--- src/rtl/and8bit_arbiter.sv ---
// Two-port arbiter sharing one and8bit datapath. Accept-to-rsp_valid latency is 2 cycles.
// RESP holds the result while rsp_ready is low, and no new request is granted until it is taken.

module and8bit (
  input  logic [7:0] a_i,
  input  logic [7:0] b_i,
  output logic [7:0] c_o
);
  assign c_o = a_i & b_i;
endmodule

module and8bit_arbiter #(
  parameter int WIDTH = 8,
  parameter int FAIR  = 1
) (
  input  logic             clk,
  input  logic             rst_n,
  input  logic             req0_valid,
  output logic             req0_ready,
  input  logic [WIDTH-1:0] A0,
  input  logic [WIDTH-1:0] B0,
  input  logic             req1_valid,
  output logic             req1_ready,
  input  logic [WIDTH-1:0] A1,
  input  logic [WIDTH-1:0] B1,
  output logic             rsp_valid,
  input  logic             rsp_ready,
  output logic             rsp_id,
  output logic [WIDTH-1:0] C,
  output logic             busy
);

  if (WIDTH != 8) begin : g_width_check
    $error("and8bit_arbiter: WIDTH must be 8");
  end

  localparam logic FAIR_EN = (FAIR != 0);

  typedef enum logic [1:0] {
    IDLE = 2'd0,
    EXEC = 2'd1,
    RESP = 2'd2
  } state_e;

  state_e           state_q, state_d;
  logic [WIDTH-1:0] opa_q, opa_d;
  logic [WIDTH-1:0] opb_q, opb_d;
  logic [WIDTH-1:0] c_q, c_d;
  logic             id_q, id_d;
  logic             last_grant_q, last_grant_d;
  logic             grant0, grant1;
  logic [WIDTH-1:0] and_res;

  and8bit u_and8bit (
    .a_i (opa_q),
    .b_i (opb_q),
    .c_o (and_res)
  );

  always_comb begin
    state_d      = state_q;
    opa_d        = opa_q;
    opb_d        = opb_q;
    c_d          = c_q;
    id_d         = id_q;
    last_grant_d = last_grant_q;
    grant0       = 1'b0;
    grant1       = 1'b0;
    case (state_q)
      IDLE: begin
        // Port 0 wins unless port 1 also asks and port 0 was served last (fair mode only).
        grant0 = req0_valid & (~req1_valid | ~FAIR_EN | last_grant_q);
        grant1 = req1_valid & ~grant0;
        if (grant0 | grant1) begin
          opa_d   = grant0 ? A0 : A1;
          opb_d   = grant0 ? B0 : B1;
          id_d    = grant1;
          state_d = EXEC;
        end
      end
      EXEC: begin
        c_d     = and_res;
        state_d = RESP;
      end
      RESP: begin
        if (rsp_ready) begin
          last_grant_d = id_q;
          state_d      = IDLE;
        end
      end
      default: state_d = IDLE;
    endcase
  end

  always_ff @(posedge clk or negedge rst_n) begin
    if (!rst_n) begin
      state_q      <= IDLE;
      opa_q        <= '0;
      opb_q        <= '0;
      c_q          <= '0;
      id_q         <= 1'b0;
      last_grant_q <= 1'b1;
    end else begin
      state_q      <= state_d;
      opa_q        <= opa_d;
      opb_q        <= opb_d;
      c_q          <= c_d;
      id_q         <= id_d;
      last_grant_q <= last_grant_d;
    end
  end

  // Readies are combinational from the request valids, so mask them while reset is held.
  assign req0_ready = grant0 & rst_n;
  assign req1_ready = grant1 & rst_n;
  assign rsp_valid  = (state_q == RESP);
  assign rsp_id     = id_q;
  assign C          = c_q;
  assign busy       = (state_q != IDLE);

endmodule
--- config.mk ---
export PLATFORM = sky130hd
export DESIGN_NAME = and8bit_arbiter
export DESIGN_NICKNAME = d
export VERILOG_FILES = /design/src/rtl/and8bit_arbiter.sv
export SDC_FILE = /design/constraint.sdc
export NUM_CORES = 1
export LEC_CHECK = 0
export BUFFER_PORTS_ARGS = -buffer_cell sky130_fd_sc_hd__buf_2
export CAP_MARGIN = 20
export CORE_UTILIZATION = 35
export DETAILED_ROUTE_END_ITERATION = 10
export GPL_ROUTABILITY_DRIVEN = 0
export PLACE_DENSITY = 0.62
export SLEW_MARGIN = 20
export SYNTH_ARGS = -nofsm -noshare
export SYNTH_HDL_FRONTEND = slang
export SYNTH_HIERARCHICAL = 1
export SYNTH_SLANG_ARGS = --single-unit
export TNS_END_PERCENT = 30
--- constraint.sdc ---
create_clock -name clk -period 2 [get_ports clk]
set_input_delay 0.3 -clock clk [delete_from_list [all_inputs] [get_ports clk]]
set_output_delay 0.3 -clock clk [all_outputs]
set_load 0.02 [all_outputs]
==> metrics.yaml <==
timing:
  rsz0062_at_grt: "no"
  tightest_slew_ns: 0.562
  finClkSkew_ns: 0.00161
  period_share: 0.921
  slew_viol_final: 0
  relSlewSlack: 0.623
  tns_ns: 0
  setup_violations: 0
  setup_slack_ns: 0.158
  hold_viol: 0
  fmax_mhz: 543
  min_period_ns: 1.84
synthesis:
  ys_seq_area_frac: 0.488
  yosys_warnings: 6
  syn_avg_cell_area_sq_um: 10.2
  synthesis.nets: 178
  netlist_instances: 141
  synth_cell_type_count: 25
  synth-seq-cells: 28
  netlist_area_sq_um: 1440
clocking:
  clk_latency_ns: 0.27
  cts_buffer_depth: 2
  clock-sinks: 28
  post_cts_buffers: 0
  cts_max_level: 1
  numCtsBuffers: 3
  cts.clk_slew.worst_paths_ns: 0.09
  cts_tree: "yes"
  cts-root-buf: "clkbuf_8"
finish:
  mostFrequentLayoutCell: "buf_2"
  layout_common_cells: "buf_2, dfrtp_1, nand3_1, a21oi_1, o21ai_0"
  nets: 225
  drive_above_1_share: 0.417
  diodes: 0
  area_delta_synth_final_pct: 21.8
  final_area_sq_um: 1750
  nFillCells: 373
  utilization: 0.461
hold_path:
  whs_path_depth: 2
  hold_path_class: "input port to flip-flop"
critical_path:
  r2r_slack_ns: 0.66
  cp-end-kind: "primary output"
  path_max_fanout: 11
  start_kind: "input port"
  cp_data_required_time_ns: 1.70
  worstRegToRegCells: 3
  critPathKind: "input port to primary output"
  worstPathArrival_ns: 1.54
outcome:
  status: "finished, final reports clean"
die:
  die_height_um: 66.1
  fp-row-count: 22
  fp.dieW_um: 66.1
  start_util: 0.378
  pin_count: 50
  dieArea_sq_um: 4370
  core_area_sq_um: 3800
detailed_routing:
  viasPerCell: 5.26
  num_vias: 1237
  drc_errors: 0
  dr.first_iter.drc_count: 23
  dr.pass1.iters: 4
  met2RoutedLength_um: 1890
  drt_wl_total_um: 3560
  post_drt_wl_per_cell_um: 15.1
  wl_met3_um: 152
  drtAntennaViolNets: 0
  top_layer: "met4"
  wl_met1_um: 1450
power_and_ir_drop:
  max-vdd-ir-drop_mv: 0.484
  power_mw: 2.53
  power_density_nw_per_um2: 1450
  p_leak_nw: 0.782
global_routing:
  grt-ovfl-total: 0
  antenna_found_initial: 0
  grt_pass1_wl_um: 5730
  grt_start_max_net_pins: 21
  grt_pass1_vias: 1284
  track_usage: 0.177
place:
  post-place-ws_ns: 0.204
  dp.final_hpwl_um: 2610
  dpl_cell_area_sq_um: 1690
  io_buffer_count: 49
run:
  maxCapViolations: 0
## layer usage
metal / vias to the layer above / global-route usage
li1: 599 / -
met1: 596 / 0.202
met2: 36 / 0.320
met3: 6 / 0.0190
met4: 0 / 0.0931
met5: - / 0
## cells by family (layout without fill, tap and decap cells)
logic type      Yosys count  count (layout)  synth area share
compound gates           51              51             0.234
buf+inv                  16              62            0.0679
flops                    28              28             0.488
mux                       9               9            0.0705
simple gates             37              37             0.139
## what timing repair did
action / 4_1_cts / 5_1_grt
endpoints found under the setup margin: 1 / 0
gates resized for setup: 1 / 0
hold buffers: 1 / 0
endpoints found under the hold margin: 7 / 0
## layout make-up
type | count | area, sq um | area share
inverters | 3 | 11.3 | 0.00643
clock buffers | 4 | 45.0 | 0.0257
well taps | 48 | 60.1 | 0.0343
repair buffers | 55 | 293 | 0.167
multi-input cells | 97 | 641 | 0.366
flip-flops and latches | 28 | 702 | 0.401
## sequential cells by signal, indices dropped and copies added (netlist names)
name and cells:
rsp_id 1, state_q 2, opb_q 8, opa_q 8, C 8, last_grant_q 1
## cells in the mapped netlist
master	n	area share
dfrtp_1	27	0.47
a21oi_1	17	0.059
nand3_1	17	0.059
o21ai_0	17	0.059
a31oi_2	9	0.078
mux2_2	9	0.070
and2_1	8	0.035
a31oi_1	7	0.030
buf_2	4	0.014
clkbuf_1	4	0.010
nand2_1	4	0.010
inv_1	3	0.0078
buf_6	2	0.016
nand2b_1	2	0.0087
a32o_1	1	0.0070
and2_4	1	0.0061
buf_1	1	0.0026
buf_12	1	0.014
clkbuf_2	1	0.0035
dfstp_2	1	0.018
nor2_1	1	0.0026
nor2b_1	1	0.0044
nor3_1	1	0.0035
or2_1	1	0.0044
or2b_1	1	0.0052
## power breakdown
part           total [mW]  internal [mW]  switching (mW)
logic                1.22          0.532           0.685
clock network       0.314          0.143           0.171
registers            1.00          0.858           0.145
## path summary, 6_finish.rpt
path	start	end
min in group asynchronous	rst_n	opb_q[4]$_DFFE_PN0P_
max in group asynchronous	rst_n	C[2]$_DFFE_PN0N_
max reg2reg	last_grant_q$_DFFE_PN1P_	opb_q[6]$_DFFE_PN0P_
min reg2reg	C[1]$_DFFE_PN0N_	C[1]$_DFFE_PN0N_
min	rsp_ready	state_q[1]$_DFFE_PN0P_
max	rst_n	req1_ready
## stage by stage
| step | std cells | hold slack [ns] |
|---|---|---|
| after floorplan | 141 | 0.00441 |
| after global placement | 230 | 0.168 |
| after detailed placement | 230 | 0.180 |
| after CTS | 235 | 0.221 |
| after global routing | 235 | 0.240 |
| final | 235 | 0.227 |
## critical path: stages
cell and delay [ns]:
dlygate4sd3_1 0.54, buf_2 0.26, nand3_1 0.12, a21oi_1 0.14, buf_2 0.19
No activity file was read; power rests on OpenSTA's default activity.
